**config.mk**
```make
export PLATFORM = sky130hd
export DESIGN_NAME = machine_scheduler_flat
export DESIGN_NICKNAME = d
export VERILOG_FILES = /design/src/rtl/machine_scheduler_pkg.sv /design/src/rtl/machine_scheduler_if.sv /design/src/rtl/machine_scheduler_accumulator.sv /design/src/rtl/machine_scheduler.sv /design/src/flat_wrapper.sv
export SDC_FILE = /design/constraint.sdc
export NUM_CORES = 1
export LEC_CHECK = 0
export ABC_AREA = 1
export CORE_UTILIZATION = 43
export CTS_CLUSTER_DIAMETER = 200
export DETAILED_ROUTE_END_ITERATION = 10
export GPL_ROUTABILITY_DRIVEN = 0
export GPL_TIMING_DRIVEN = 0
export PLACE_DENSITY_LB_ADDON = 0.12
export REMOVE_ABC_BUFFERS = 1
export SYNTH_ARGS = -nofsm -noshare
export SYNTH_HDL_FRONTEND = slang
export SYNTH_SLANG_ARGS = --single-unit
```
**constraint.sdc**
```tcl
create_clock -name clk -period 9.05 [get_ports clk]
set_input_delay 1.81 -clock clk [delete_from_list [all_inputs] [get_ports clk]]
set_output_delay 1.81 -clock clk [all_outputs]
set_load 0.05 [all_outputs]
```
**src/rtl/machine_scheduler_pkg.sv**
```systemverilog
// Shared types, constants and saturating-add helpers for machine_scheduler.
package machine_scheduler_pkg;

  typedef enum logic [2:0] {
    IDLE  = 3'd0,
    START = 3'd1,
    WAIT  = 3'd2,
    DRAIN = 3'd3,
    DONE  = 3'd4
  } state_t;

  localparam int unsigned DEF_MAX_NUM_BUTTONS = 32'd13;
  localparam int unsigned DEF_PRESSES_W       = $clog2(DEF_MAX_NUM_BUTTONS + 32'd1);
  localparam logic [DEF_PRESSES_W-1:0] NO_SOLUTION = {DEF_PRESSES_W{1'b1}};

  // Adds a and b, clamping the result to the largest w-bit value.
  function automatic logic [31:0] sat_add(input logic [31:0] a, input logic [31:0] b,
                                          input int unsigned w);
    logic [32:0] sum;
    logic [32:0] lim;
    sum = {1'b0, a} + {1'b0, b};
    lim = (33'd1 << w) - 33'd1;
    return (sum > lim) ? lim[31:0] : sum[31:0];
  endfunction

  function automatic logic sat_hit(input logic [31:0] a, input logic [31:0] b,
                                   input int unsigned w);
    logic [32:0] sum;
    logic [32:0] lim;
    sum = {1'b0, a} + {1'b0, b};
    lim = (33'd1 << w) - 33'd1;
    return (sum > lim);
  endfunction

endpackage

```
**src/rtl/machine_scheduler_if.sv**
```systemverilog
// Descriptor stream and solver handshake bundle; master = scheduler, slave = parser/solver side.
interface machine_scheduler_if #(
  parameter int unsigned MAX_NUM_LIGHTS    = 32'd10,
  parameter int unsigned MAX_NUM_BUTTONS   = 32'd13,
  parameter int unsigned MAX_NUM_LIGHTS_W  = $clog2(MAX_NUM_LIGHTS + 32'd1),
  parameter int unsigned MAX_NUM_BUTTONS_W = $clog2(MAX_NUM_BUTTONS + 32'd1)
);
  logic                                   in_valid;
  logic                                   in_ready;
  logic                                   in_last;
  logic [MAX_NUM_LIGHTS_W-1:0]            in_num_lights;
  logic [MAX_NUM_BUTTONS_W-1:0]           in_num_buttons;
  logic [MAX_NUM_BUTTONS*MAX_NUM_LIGHTS-1:0] in_buttons;
  logic [MAX_NUM_LIGHTS-1:0]              in_target;

  logic [MAX_NUM_LIGHTS_W-1:0]            cm_num_lights;
  logic [MAX_NUM_BUTTONS_W-1:0]           cm_num_buttons;
  logic [MAX_NUM_BUTTONS*MAX_NUM_LIGHTS-1:0] cm_buttons;
  logic [MAX_NUM_LIGHTS-1:0]              cm_target;
  logic                                   cm_start;
  logic                                   cm_ready;
  logic                                   cm_accepted;
  logic [MAX_NUM_BUTTONS_W-1:0]           cm_min_presses;

  modport master (
    input  in_valid, in_last, in_num_lights, in_num_buttons, in_buttons, in_target,
    input  cm_ready, cm_min_presses,
    output in_ready, cm_num_lights, cm_num_buttons, cm_buttons, cm_target,
    output cm_start, cm_accepted
  );

  modport slave (
    output in_valid, in_last, in_num_lights, in_num_buttons, in_buttons, in_target,
    output cm_ready, cm_min_presses,
    input  in_ready, cm_num_lights, cm_num_buttons, cm_buttons, cm_target,
    input  cm_start, cm_accepted
  );
endinterface

```
**src/rtl/machine_scheduler_accumulator.sv**
```systemverilog
// Saturating press total, sticky overflow and retired/unsolvable machine counters.
module scheduler_accumulator
  import machine_scheduler_pkg::*;
#(
  parameter int unsigned PRESSES_W = 32'd4,
  parameter int unsigned TOTAL_W   = 32'd16,
  parameter int unsigned COUNT_W   = 32'd10
) (
  input  logic                 clk,
  input  logic                 rst,
  input  logic                 acc_i,
  input  logic [PRESSES_W-1:0] presses_i,
  output logic [TOTAL_W-1:0]   total_o,
  output logic                 overflow_o,
  output logic [COUNT_W-1:0]   done_cnt_o,
  output logic [COUNT_W-1:0]   unsolv_cnt_o
);

  logic [TOTAL_W-1:0] total_q, total_d;
  logic               overflow_q, overflow_d;
  logic [COUNT_W-1:0] done_q, done_d;
  logic [COUNT_W-1:0] unsolv_q, unsolv_d;

  // An all-ones result means no solution: count it but leave the total alone.
  always_comb begin
    total_d    = total_q;
    overflow_d = overflow_q;
    done_d     = done_q;
    unsolv_d   = unsolv_q;
    if (acc_i) begin
      done_d = done_q + COUNT_W'(1'b1);
      if (&presses_i) begin
        unsolv_d = unsolv_q + COUNT_W'(1'b1);
      end else begin
        total_d    = TOTAL_W'(sat_add(32'(total_q), 32'(presses_i), TOTAL_W));
        overflow_d = overflow_q | sat_hit(32'(total_q), 32'(presses_i), TOTAL_W);
      end
    end else begin
      done_d = done_q;
    end
  end

  always_ff @(posedge clk or posedge rst) begin
    if (rst) begin
      total_q    <= '0;
      overflow_q <= 1'b0;
      done_q     <= '0;
      unsolv_q   <= '0;
    end else begin
      total_q    <= total_d;
      overflow_q <= overflow_d;
      done_q     <= done_d;
      unsolv_q   <= unsolv_d;
    end
  end

  assign total_o      = total_q;
  assign overflow_o   = overflow_q;
  assign done_cnt_o   = done_q;
  assign unsolv_cnt_o = unsolv_q;

endmodule

```
**src/rtl/machine_scheduler.sv**
```systemverilog
// Feeds machine descriptors one at a time to a configure_machine solver and sums its results.
// Optional solver watchdog enabled by defining MACHINE_SCHEDULER_WATCHDOG_EN.
module machine_scheduler
  import machine_scheduler_pkg::*;
#(
  parameter int unsigned MAX_NUM_LIGHTS    = 32'd10,
  parameter int unsigned MAX_NUM_BUTTONS   = 32'd13,
  parameter int unsigned MAX_NUM_LIGHTS_W  = $clog2(MAX_NUM_LIGHTS + 32'd1),
  parameter int unsigned MAX_NUM_BUTTONS_W = $clog2(MAX_NUM_BUTTONS + 32'd1),
  parameter int unsigned TOTAL_W           = 32'd16,
  parameter int unsigned COUNT_W           = 32'd10
`ifdef MACHINE_SCHEDULER_WATCHDOG_EN
  , parameter int unsigned WATCHDOG_CYCLES = 32'd4096
`endif
) (
  input  logic               clk,
  input  logic               rst,
  machine_scheduler_if.master bus,
  output logic [TOTAL_W-1:0] total_presses,
  output logic               total_valid,
  output logic [COUNT_W-1:0] machines_done,
  output logic [COUNT_W-1:0] unsolvable_count,
  output logic               overflow
`ifdef MACHINE_SCHEDULER_WATCHDOG_EN
  , output logic             watchdog_err
`endif
);

  localparam int unsigned BTN_BITS = MAX_NUM_BUTTONS * MAX_NUM_LIGHTS;

  state_t                       state_q, state_d;
  logic                         in_ready_q, in_ready_d;
  logic                         cm_start_q, cm_start_d;
  logic                         total_valid_q, total_valid_d;
  logic                         last_q, last_d;
  logic [MAX_NUM_LIGHTS_W-1:0]  num_lights_q, num_lights_d;
  logic [MAX_NUM_BUTTONS_W-1:0] num_buttons_q, num_buttons_d;
  logic [BTN_BITS-1:0]          buttons_q, buttons_d;
  logic [MAX_NUM_LIGHTS-1:0]    target_q, target_d;

  logic                         accept_s;
  logic                         timeout_s;
  logic                         done_s;
  logic [MAX_NUM_BUTTONS_W-1:0] presses_s;

  assign accept_s  = (state_q == IDLE) && bus.in_valid && in_ready_q;
  assign done_s    = (state_q == WAIT) && (bus.cm_ready || timeout_s);
  assign presses_s = bus.cm_ready ? bus.cm_min_presses : {MAX_NUM_BUTTONS_W{1'b1}};

`ifdef MACHINE_SCHEDULER_WATCHDOG_EN
  localparam int unsigned WD_W = $clog2(WATCHDOG_CYCLES + 32'd1);

  logic [WD_W-1:0] wd_cnt_q, wd_cnt_d;
  logic            wd_err_q, wd_err_d;

  assign timeout_s = (state_q == WAIT) && !bus.cm_ready &&
                     (wd_cnt_q == WD_W'(WATCHDOG_CYCLES - 32'd1));

  // The counter only advances while the solver is outstanding.
  always_comb begin
    wd_err_d = wd_err_q | timeout_s;
    if ((state_q == WAIT) && !done_s) begin
      wd_cnt_d = wd_cnt_q + WD_W'(1'b1);
    end else begin
      wd_cnt_d = '0;
    end
  end

  always_ff @(posedge clk or posedge rst) begin
    if (rst) begin
      wd_cnt_q <= '0;
      wd_err_q <= 1'b0;
    end else begin
      wd_cnt_q <= wd_cnt_d;
      wd_err_q <= wd_err_d;
    end
  end

  assign watchdog_err = wd_err_q;
`else
  assign timeout_s = 1'b0;
`endif

  // DRAIN swallows the solver's registered ready, which lingers one cycle past accepted.
  always_comb begin
    state_d       = state_q;
    last_d        = last_q;
    num_lights_d  = num_lights_q;
    num_buttons_d = num_buttons_q;
    buttons_d     = buttons_q;
    target_d      = target_q;
    case (state_q)
      IDLE: begin
        if (accept_s) begin
          last_d        = bus.in_last;
          num_lights_d  = bus.in_num_lights;
          num_buttons_d = bus.in_num_buttons;
          buttons_d     = bus.in_buttons;
          target_d      = bus.in_target;
          state_d       = START;
        end else begin
          state_d = IDLE;
        end
      end
      START: state_d = WAIT;
      WAIT: begin
        if (done_s) begin
          state_d = DRAIN;
        end else begin
          state_d = WAIT;
        end
      end
      DRAIN: begin
        if (last_q) begin
          state_d = DONE;
        end else begin
          state_d = IDLE;
        end
      end
      DONE:    state_d = DONE;
      default: state_d = IDLE;
    endcase
    in_ready_d    = (state_d == IDLE);
    cm_start_d    = (state_d == START);
    total_valid_d = (state_d == DONE);
  end

  always_ff @(posedge clk or posedge rst) begin
    if (rst) begin
      state_q       <= IDLE;
      in_ready_q    <= 1'b0;
      cm_start_q    <= 1'b0;
      total_valid_q <= 1'b0;
      last_q        <= 1'b0;
      num_lights_q  <= '0;
      num_buttons_q <= '0;
      buttons_q     <= '0;
      target_q      <= '0;
    end else begin
      state_q       <= state_d;
      in_ready_q    <= in_ready_d;
      cm_start_q    <= cm_start_d;
      total_valid_q <= total_valid_d;
      last_q        <= last_d;
      num_lights_q  <= num_lights_d;
      num_buttons_q <= num_buttons_d;
      buttons_q     <= buttons_d;
      target_q      <= target_d;
    end
  end

  assign bus.in_ready       = in_ready_q;
  assign bus.cm_start       = cm_start_q;
  assign bus.cm_accepted    = done_s;
  assign bus.cm_num_lights  = num_lights_q;
  assign bus.cm_num_buttons = num_buttons_q;
  assign bus.cm_buttons     = buttons_q;
  assign bus.cm_target      = target_q;
  assign total_valid        = total_valid_q;

  scheduler_accumulator #(
    .PRESSES_W (MAX_NUM_BUTTONS_W),
    .TOTAL_W   (TOTAL_W),
    .COUNT_W   (COUNT_W)
  ) u_acc (
    .clk          (clk),
    .rst          (rst),
    .acc_i        (done_s),
    .presses_i    (presses_s),
    .total_o      (total_presses),
    .overflow_o   (overflow),
    .done_cnt_o   (machines_done),
    .unsolv_cnt_o (unsolvable_count)
  );

endmodule

```
**src/flat_wrapper.sv**
```systemverilog
// flat-port wrapper written by rule: the top's interface ports become plain ports
module machine_scheduler_flat import machine_scheduler_pkg::*;
#(
  parameter int unsigned MAX_NUM_LIGHTS    = 32'd10,
  parameter int unsigned MAX_NUM_BUTTONS   = 32'd13,
  parameter int unsigned MAX_NUM_LIGHTS_W  = $clog2(MAX_NUM_LIGHTS + 32'd1),
  parameter int unsigned MAX_NUM_BUTTONS_W = $clog2(MAX_NUM_BUTTONS + 32'd1),
  parameter int unsigned TOTAL_W           = 32'd16,
  parameter int unsigned COUNT_W           = 32'd10

)
  (clk, rst, total_presses, total_valid, machines_done, unsolvable_count, overflow, bus_in_valid, bus_in_last, bus_in_num_lights, bus_in_num_buttons, bus_in_buttons, bus_in_target, bus_cm_ready, bus_cm_min_presses, bus_in_ready, bus_cm_num_lights, bus_cm_num_buttons, bus_cm_buttons, bus_cm_target, bus_cm_start, bus_cm_accepted);
  machine_scheduler_if #(.MAX_NUM_LIGHTS(MAX_NUM_LIGHTS), .MAX_NUM_BUTTONS(MAX_NUM_BUTTONS), .MAX_NUM_LIGHTS_W(MAX_NUM_LIGHTS_W), .MAX_NUM_BUTTONS_W(MAX_NUM_BUTTONS_W)) bus_i ();
  input  logic clk;
  input  logic rst;
  output logic [TOTAL_W-1:0] total_presses;
  output logic total_valid;
  output logic [COUNT_W-1:0] machines_done;
  output logic [COUNT_W-1:0] unsolvable_count;
  output logic overflow;
  input wire logic [$bits(bus_i.in_valid)-1:0] bus_in_valid;
  input wire logic [$bits(bus_i.in_last)-1:0] bus_in_last;
  input wire logic [$bits(bus_i.in_num_lights)-1:0] bus_in_num_lights;
  input wire logic [$bits(bus_i.in_num_buttons)-1:0] bus_in_num_buttons;
  input wire logic [$bits(bus_i.in_buttons)-1:0] bus_in_buttons;
  input wire logic [$bits(bus_i.in_target)-1:0] bus_in_target;
  input wire logic [$bits(bus_i.cm_ready)-1:0] bus_cm_ready;
  input wire logic [$bits(bus_i.cm_min_presses)-1:0] bus_cm_min_presses;
  output wire logic [$bits(bus_i.in_ready)-1:0] bus_in_ready;
  output wire logic [$bits(bus_i.cm_num_lights)-1:0] bus_cm_num_lights;
  output wire logic [$bits(bus_i.cm_num_buttons)-1:0] bus_cm_num_buttons;
  output wire logic [$bits(bus_i.cm_buttons)-1:0] bus_cm_buttons;
  output wire logic [$bits(bus_i.cm_target)-1:0] bus_cm_target;
  output wire logic [$bits(bus_i.cm_start)-1:0] bus_cm_start;
  output wire logic [$bits(bus_i.cm_accepted)-1:0] bus_cm_accepted;
  assign bus_i.in_valid = bus_in_valid;
  assign bus_i.in_last = bus_in_last;
  assign bus_i.in_num_lights = bus_in_num_lights;
  assign bus_i.in_num_buttons = bus_in_num_buttons;
  assign bus_i.in_buttons = bus_in_buttons;
  assign bus_i.in_target = bus_in_target;
  assign bus_i.cm_ready = bus_cm_ready;
  assign bus_i.cm_min_presses = bus_cm_min_presses;
  assign bus_in_ready = bus_i.in_ready;
  assign bus_cm_num_lights = bus_i.cm_num_lights;
  assign bus_cm_num_buttons = bus_i.cm_num_buttons;
  assign bus_cm_buttons = bus_i.cm_buttons;
  assign bus_cm_target = bus_i.cm_target;
  assign bus_cm_start = bus_i.cm_start;
  assign bus_cm_accepted = bus_i.cm_accepted;
  machine_scheduler #(.MAX_NUM_LIGHTS(MAX_NUM_LIGHTS), .MAX_NUM_BUTTONS(MAX_NUM_BUTTONS), .MAX_NUM_LIGHTS_W(MAX_NUM_LIGHTS_W), .MAX_NUM_BUTTONS_W(MAX_NUM_BUTTONS_W), .TOTAL_W(TOTAL_W), .COUNT_W(COUNT_W)) u_core (.clk(clk), .rst(rst), .bus(bus_i), .total_presses(total_presses), .total_valid(total_valid), .machines_done(machines_done), .unsolvable_count(unsolvable_count), .overflow(overflow));
endmodule
```
Word level (Yosys, flattened, before mapping). Cells that the tools add are included.

ROM bits: 0. Memories kept: 0. Latch bits: 0. Flip-flop bits (word level): 192. Output and inout port bits: 189. RAM bits: 0. Bits of input ports: 157.

$lt $le $gt $ge: 1. Reduce and logical (&&, ||, !) cells: 9. Muxes and demuxes: 6. Equality and inequality tests: 6. $mul: 0. Shift-type cells: 0. Bitwise gates (word level): 2. Div/mod/pow operators: 0. Add/subtract/negate cells: 3.

Operator list (count): $add A10 B1 Y10 const B (2); $add A16 B4 Y17 (1); $gt A17 B16 Y1 const B (1); $mux W16 (1); $pmux W3 S5 (1); $eq A3 B1 Y1 const B (2); $eq A3 B2 Y1 const B (2); $eq A3 B3 Y1 const B (2); $logic_not A3 Y1 (2); $reduce_and A5 Y1 (1); $mux W4 (1); $reduce_and A2 Y1 (2); $reduce_and A4 Y1 (1); $logic_and A1 B1 Y1 (3); $mux W3 (1); $mux W1 (2); $not A1 Y1 (1); $or A1 B1 Y1 (1).

Depth between registers and ports, before layout. Gate-level depths: netlist of run 1.

Depth after elaboration: 6. Gate-level depth with buffers: 14. Gate-level depth less buffers: 14.

Modules after synthesis. Synthesis of run 1 repeated with hierarchy kept, for this count alone.

Cell total of the unflattened synthesis: 940. Area total of the unflattened synthesis: 8016.4 sq um.

Modules (own cells, without submodules): machine_scheduler (area each 5870.6 sq um, instances 1, cells each 666); scheduler_accumulator (area each 2145.8 sq um, instances 1, cells each 274).

Least setup slack after synthesis of run 1. No wires, ideal clock.

Path kind: input port to output port. From: in bus_cm_ready. To: out bus_cm_accepted. Stages on the path: 3. Data arrival time: 2.371 ns. Required time: 7.240 ns. Path buffers: 1. Slack: 4.869 ns. Path through: nand4_2 buf_4 inv_2.

Cells in the longest elaborated chain, start to end: 1.

Ends and longest elaborated chain: from (decl) (RTL line flat_wrapper.sv:27) `input wire logic [$bits(bus_i.cm_ready)-1:0] bus_cm_ready;`; $logic_and A1 B1 Y1 (RTL line machine_scheduler.sv:47) `assign done_s = (state_q == WAIT) && (bus.cm_ready || timeout_s);`; to (decl) (RTL line flat_wrapper.sv:35) `output wire logic [$bits(bus_i.cm_accepted)-1:0] bus_cm_accepted;`.

Every way passes these cells.

Worst setup path in the final report of run 1. Same ends and word-level chain as after synthesis.

==> results of run 1 <==
kinds of logic after synthesis:
family / share of synthesized area [%]
and+or+nand+nor: 31.4
adders and majority gates: 1.18
xor gates and xnor gates: 2.16
DFF: 59.6
AOI/OAI and AO/OA: 0.947
buffers and inverters: 4.75
report_power, final:
group / switching, mW / internal, mW
Clock: 0.346 / 0.392
Sequential: 0.223 / 1.21
Combinational: 1.82 / 0.834
per-layer routing:
layer	share of wire [%]	GRT usage, %	vias up
li1	-	-	3529
met1	40	28.7	3211
met2	49	41.7	228
met3	8.1	9.56	37
met4	2.9	9.59	0
met5	0	0	-
stage by stage:
stage                     hold slack, ns  setup TNS (ns)
final                              0.469               0
after global routing               0.489               0
after CTS                          0.474               0
after detailed placement           0.457               0
after global placement             0.447         -558.64
after floorplan                    0.442               0
final cells by class:
| cell class | instances | area, um^2 |
|---|---|---|
| Fill cell | 1471 | 5870 |
| Sequential cell | 192 | 4800 |
| Timing Repair Buffer | 350 | 3570 |
| Multi-Input combinational cell | 667 | 2880 |
| Clock buffer | 19 | 443 |
| Tap cell | 229 | 287 |
| Inverter | 43 | 174 |
| Clock inverter | 13 | 125 |
Yosys cell counts, types with 3 or more instances:
master | n | area, um^2
nand4_1 | 12 | 75.1
buf_4 | 13 | 97.6
o21ai_0 | 10 | 50.1
buf_6 | 3 | 33.8
nand3_1 | 33 | 165
nand2_1 | 538 | 2020
buf_2 | 12 | 60.1
xor2_1 | 12 | 105
or2_1 | 3 | 18.8
nor2_2 | 3 | 18.8
clkbuf_1 | 7 | 26.3
nor2_1 | 16 | 60.1
nor3_1 | 6 | 30.0
inv_1 | 40 | 150
xnor2_1 | 6 | 52.6
or2_2 | 3 | 18.8
inv_2 | 3 | 11.3
ha_1 | 6 | 75.1
dfrtp_1 | 192 | 4800
worst max path at each step:
stage,from,end,slack (ns)
floorplan,bus_in_valid,u_core.bus.in_ready$_DFF_PP0_,1.97
global placement,bus_in_valid,u_core.bus.in_ready$_DFF_PP0_,-2.75
detailed placement,bus_cm_ready,bus_cm_accepted,3.30
CTS,bus_cm_ready,bus_cm_accepted,3.30
global route,bus_cm_ready,bus_cm_accepted,3.23
finish,bus_cm_ready,bus_cm_accepted,3.30
sequential cells by signal (all words and copies together) (netlist names), 3 cells and up:
name	count
u_core.bus.cm_buttons	130
u_core.u_acc.total_o	16
u_core.bus.cm_target	10
u_core.u_acc.done_cnt_o	10
u_core.u_acc.unsolv_cnt_o	10
u_core.bus.cm_num_buttons	4
u_core.bus.cm_num_lights	4
u_core.state_q	3
worst register-to-register path: stages (launching register included):
cell	delay [ns]
dfrtp_1	0.40
inv_1	0.09
nand2_1	0.12
nor2_4	0.65
buf_12	0.31
buf_12	0.24
inv_6	0.20
buf_16	0.29
nand2_1	0.18
nand2_1	0.06
==> impl_metrics.env, run 1 <==
export IMPL_via_per_inst=4.63
export IMPL_dp_slack_ns=3.30
export IMPL_die_area_um2=19300
export IMPL_clkSinkCount=192
export IMPL_setup_ws_ns=3.30
export IMPL_crit_path_end_kind="output port"
export IMPL_fp_row_count=49
export IMPL_fp_dieW_um=139
export IMPL_ios=346
export IMPL_synth_edff_count=0
export IMPL_cts_inserted_buffers=17
export IMPL_cts_setup_buffers=0
export IMPL_layout_common_cells="538 x nand2_1, 345 x clkdlybuf4s50_1, 192 x dfrtp_1, 39 x inv_1, 33 x nand3_1"
export IMPL_crit_family="buffers and inverters"
export IMPL_synthArstFlopShare_pct=100
export IMPL_cp_common_cell="clkdlybuf4s50_1"
export IMPL_avgRoutedWirePerCell_um=15.2
export IMPL_holdCritStartpoint="u_core.bus.cm_buttons[53]$_DFFE_PP0P_"
export IMPL_ir_drop_mv=0.249
export IMPL_synthCells=938
export IMPL_vias=7005
export IMPL_clockRootBuffer="clkbuf_16"
export IMPL_violations="design-rule violations"
export IMPL_clk_pin_slew_ns=0.07
export IMPL_critPathSlowestCell="clkdlybuf4s50_1"
export IMPL_r2r_slack_ns=6.40
export IMPL_cts_resized=0
export IMPL_final_common_cell="nand2_1"
export IMPL_fin_crit_ns=5.75
export IMPL_ys_warn_count=0
export IMPL_synth_flop_cell="dfrtp_1"
export IMPL_slew_violations=0
export IMPL_drive_gt1_share_pct=4.44
export IMPL_cp_depth=4
export IMPL_area_growth_pct=52.3
export IMPL_clkLatencyLatePin_ns=0.43
export IMPL_min_path_cells=2
export IMPL_power_total_mw=4.83
export IMPL_grt_max_degree=104
export IMPL_initial_utilization_pct=44.4
export IMPL_cp_cell_sequence="clkdlybuf4s50_1 -> nand4_2 -> inv_2 -> clkdlybuf4s50_1"
export IMPL_coreArea_um2=18100
export IMPL_r2r_start="u_core.state_q[0]$_DFF_PP0_"
export IMPL_drt_wl_total_um=23000
export IMPL_drc=11
export IMPL_hold_end="u_core.bus.cm_buttons[53]$_DFFE_PP0P_"
export IMPL_antenna_found_initial=0
export IMPL_drtAntennaViolNets=0
export IMPL_port_buffer_count=345
export IMPL_cp_num_buf_inv=3
export IMPL_tightest_slew_ns=0.794
export IMPL_yosysSeqAreaShare_pct=59.6
export IMPL_cts_max_level=4
export IMPL_place_inst=1481
export IMPL_die_h_um=139
export IMPL_grt_usage_pct=24.8
export IMPL_synth_cell_types=33
export IMPL_crit_type="in -> out"
export IMPL_powerDensity_nw_per_um2=393
export IMPL_critPathMaxStageDelay_ns=0.83
export IMPL_dpl_cell_area_um2=11700
export IMPL_p_leak_nw=6.00
export IMPL_finalSetupViolations=0
export IMPL_worst_hold_path_type="reg -> reg"
export IMPL_finalHoldViolCount=0
export IMPL_cts_hold_buf=0
export IMPL_final_util_pct=67.7
export IMPL_worstReg2RegEnd="u_core.bus.cm_buttons[88]$_DFFE_PP0P_"
export IMPL_fmax_mhz=174
export IMPL_globalRoute_totalOverflow=0
export IMPL_cts_tree="built"
export IMPL_grt_first_pass_wirelength_um=37300
export IMPL_crit_path_start_kind="input pin"
export IMPL_crit_path_max_fanout=11
export IMPL_slew_headroom_pct=46.9
export IMPL_instances_no_fill=1513
export IMPL_rsz0062_at_grt="no"
export IMPL_finalNetCount=1435
export IMPL_synthesis_area_um2=8060
export IMPL_worst_ep_required_time_ns=7.24
export IMPL_fin_skew_ns=0.0119
export IMPL_dp_hpwl_um=16300
export IMPL_final_period_utilization_pct=63.5
export IMPL_arrival_ns=3.94
export IMPL_cts_buffer_depth=2
export IMPL_outcome="finished with violations"
export IMPL_synth_seq_cells=192
export IMPL_drt_first_pass_iters=8
export IMPL_r2r_cells=9
export IMPL_max_cap_violations=0
export IMPL_drt_iter0_drc=352
export IMPL_grt_pass1_vias=7055
export IMPL_fin_area_um2=12300
export IMPL_avgSynthCellArea_um2=8.60
export IMPL_antenna_cells=0
(Power assumes the default switching activity.)
==> run 2, diff against run 1 <==
--- a/config.mk
+++ b/config.mk
@@ -6,7 +6,7 @@
 export NUM_CORES = 1
 export LEC_CHECK = 0
 export ABC_AREA = 1
-export CORE_UTILIZATION = 43
+export CORE_UTILIZATION = 39
 export CTS_CLUSTER_DIAMETER = 200
 export DETAILED_ROUTE_END_ITERATION = 10
 export GPL_ROUTABILITY_DRIVEN = 0
==> constraint.sdc (replaced) <==
create_clock -name clk -period 4.61 [get_ports clk]
set_input_delay 0.922 -clock clk [delete_from_list [all_inputs] [get_ports clk]]
set_output_delay 0.922 -clock clk [all_outputs]
set_load 0.05 [all_outputs]
==> run 2 against run 1 <==
Effect of this change:
- total power increased by 95%
- die area up 10%
- sequential power is 97% higher
- the run now ends clean
- critical endpoint unchanged
==> impl_metrics.env, run 2 (synthesized netlist as in run 1, its figures left out) <==
export IMPL_final_period_utilization_pct=84.9
export IMPL_slew_headroom_pct=53.1
export IMPL_cts_resized=0
export IMPL_finalSetupViolations=0
export IMPL_area_growth_pct=52.9
export IMPL_finalNetCount=1436
export IMPL_cp_cell_sequence="clkdlybuf4s50_1 -> nand4_2 -> inv_2 -> clkdlybuf4s50_1"
export IMPL_clk_pin_slew_ns=0.06
export IMPL_drt_wl_total_um=23200
export IMPL_tightest_slew_ns=0.703
export IMPL_p_leak_nw=5.99
export IMPL_place_inst=1523
export IMPL_max_cap_violations=0
export IMPL_grt_first_pass_wirelength_um=37000
export IMPL_fmax_mhz=256
export IMPL_drt_iter0_drc=328
export IMPL_powerDensity_nw_per_um2=763
export IMPL_drtAntennaViolNets=0
export IMPL_ir_drop_mv=0.405
export IMPL_grt_usage_pct=22.4
export IMPL_clockRootBuffer="clkbuf_16"
export IMPL_critPathSlowestCell="clkdlybuf4s50_1"
export IMPL_cts_setup_buffers=0
export IMPL_die_area_um2=21300
export IMPL_fp_dieW_um=146
export IMPL_drt_first_pass_iters=4
export IMPL_cts_tree="built"
export IMPL_crit_family="buffers and inverters"
export IMPL_crit_path_end_kind="output port"
export IMPL_fin_crit_ns=3.91
export IMPL_worst_ep_required_time_ns=3.69
export IMPL_clkLatencyLatePin_ns=0.43
export IMPL_grt_max_degree=98
export IMPL_instances_no_fill=1557
export IMPL_power_total_mw=9.41
export IMPL_layout_common_cells="538 x nand2_1, 345 x clkdlybuf4s50_1, 192 x dfrtp_1, 39 x inv_1, 33 x nand3_1"
export IMPL_n_fill_cell=1774
export IMPL_worst_hold_path_type="reg -> reg"
export IMPL_outcome="completed"
export IMPL_drive_gt1_share_pct=4.36
export IMPL_die_h_um=146
export IMPL_crit_type="in -> out"
export IMPL_fp_row_count=52
export IMPL_globalRoute_totalOverflow=0
export IMPL_cts_hold_buf=0
export IMPL_grt_pass1_vias=6892
export IMPL_cts_max_level=4
export IMPL_via_per_inst=4.46
export IMPL_clkSinkCount=192
export IMPL_crit_path_max_fanout=11
export IMPL_avgRoutedWirePerCell_um=14.9
export IMPL_coreArea_um2=20200
export IMPL_cp_num_buf_inv=3
export IMPL_final_common_cell="nand2_1"
export IMPL_rsz0062_at_grt="no"
export IMPL_initial_utilization_pct=39.8
export IMPL_crit_path_start_kind="input pin"
export IMPL_largest_reg_flops=130
export IMPL_critPathMaxStageDelay_ns=0.83
export IMPL_arrival_ns=2.99
export IMPL_port_buffer_count=345
export IMPL_fin_skew_ns=0.0154
export IMPL_cp_common_cell="clkdlybuf4s50_1"
export IMPL_ios=346
export IMPL_cts_buffer_depth=2
export IMPL_dp_hpwl_um=16700
export IMPL_vias=6949
export IMPL_finalHoldViolCount=0
export IMPL_cts_inserted_buffers=17
export IMPL_antenna_found_initial=2
export IMPL_drc=0
export IMPL_slew_violations=0
## run 2: cell types whose count changed in the layout (fill, tap and decap cells not counted)
cell,previous run,this run
bufinv_16,1,0
clkinvlp_4,4,5
inv_6,5,4
inv_8,2,3
clkinv_2,2,1
diode_2,0,2
clkbuf_8,1,0
buf_12,3,4
clkbuf_1,1,3
## run 2: final timing paths
kind	depth (start not counted)	start	slack (ns)	end
setup reg to reg	8	u_core.state_q[0]$_DFF_PP0_	2.37	u_core.bus.cm_buttons[41]$_DFFE_PP0P_
hold reg to reg	2	u_core.u_acc.overflow_o$_DFFE_PP0P_	0.46	u_core.u_acc.overflow_o$_DFFE_PP0P_
hold / removal	2	u_core.u_acc.overflow_o$_DFFE_PP0P_	0.46	u_core.u_acc.overflow_o$_DFFE_PP0P_
setup / recovery	4	bus_cm_ready	0.70	bus_cm_accepted
min in group asynchronous	2	rst	0.99	u_core.bus.cm_target[8]$_DFFE_PP0P_
max in group asynchronous	3	rst	2.68	u_core.bus.cm_buttons[65]$_DFFE_PP0P_
## run 2: worst min-delay path, stage by stage, from the launching register on
cell	delay [ns]
dfrtp_1	0.34
inv_1	0.04
nand2_1	0.05
## run 2: layer usage
metal  wire length, um  vias to the layer above  GRT usage, %  share of wire (%)
met5                 0                        -             0                  0
met4               534                        0          7.68                2.3
met3              2170                       31          9.59                9.3
met2             11600                      219          38.6                 50
met1              8910                     3162          24.7                 38
li1                  -                     3537             -                  -
## run 2: power breakdown
| part | internal (mW) | leakage (nW) | switching, mW |
|---|---|---|---|
| Clock | 0.703 | 0.248 | 0.678 |
| Sequential | 2.38 | 2.42 | 0.430 |
| Combinational | 1.64 | 3.32 | 3.58 |
| Total | 4.72 | 5.99 | 4.69 |
## run 2: final cells by class
| class | instances | area, um^2 | share of cell area, % |
|---|---|---|---|
| Tap cell | 270 | 338 | 2.74 |
| Timing Repair Buffer | 351 | 3590 | 29.1 |
| Antenna cell | 2 | 5.00 | 0.0406 |
| Clock buffer | 20 | 437 | 3.54 |
| Inverter | 43 | 174 | 1.41 |
| Multi-Input combinational cell | 667 | 2880 | 23.4 |
| Sequential cell | 192 | 4800 | 39.0 |
| Clock inverter | 12 | 100 | 0.812 |
## run 2: stage by stage
| step | util [%] | setup TNS, ns | cell area (um^2) | hold slack (ns) | setup WS [ns] |
|---|---|---|---|---|---|
| floorplan | - | -526.59 | 7840 | 0.442 | -1.59 |
| global placement | 57.5 | -1845.02 | 11600 | 0.445 | -6.68 |
| detailed placement | 58.2 | 0 | 11800 | 0.453 | 0.682 |
| CTS | 60.9 | 0 | 12300 | 0.471 | 0.673 |
| global route | 60.9 | 0 | 12300 | 0.485 | 0.594 |
| finish | 60.9 | 0 | 12300 | 0.462 | 0.697 |
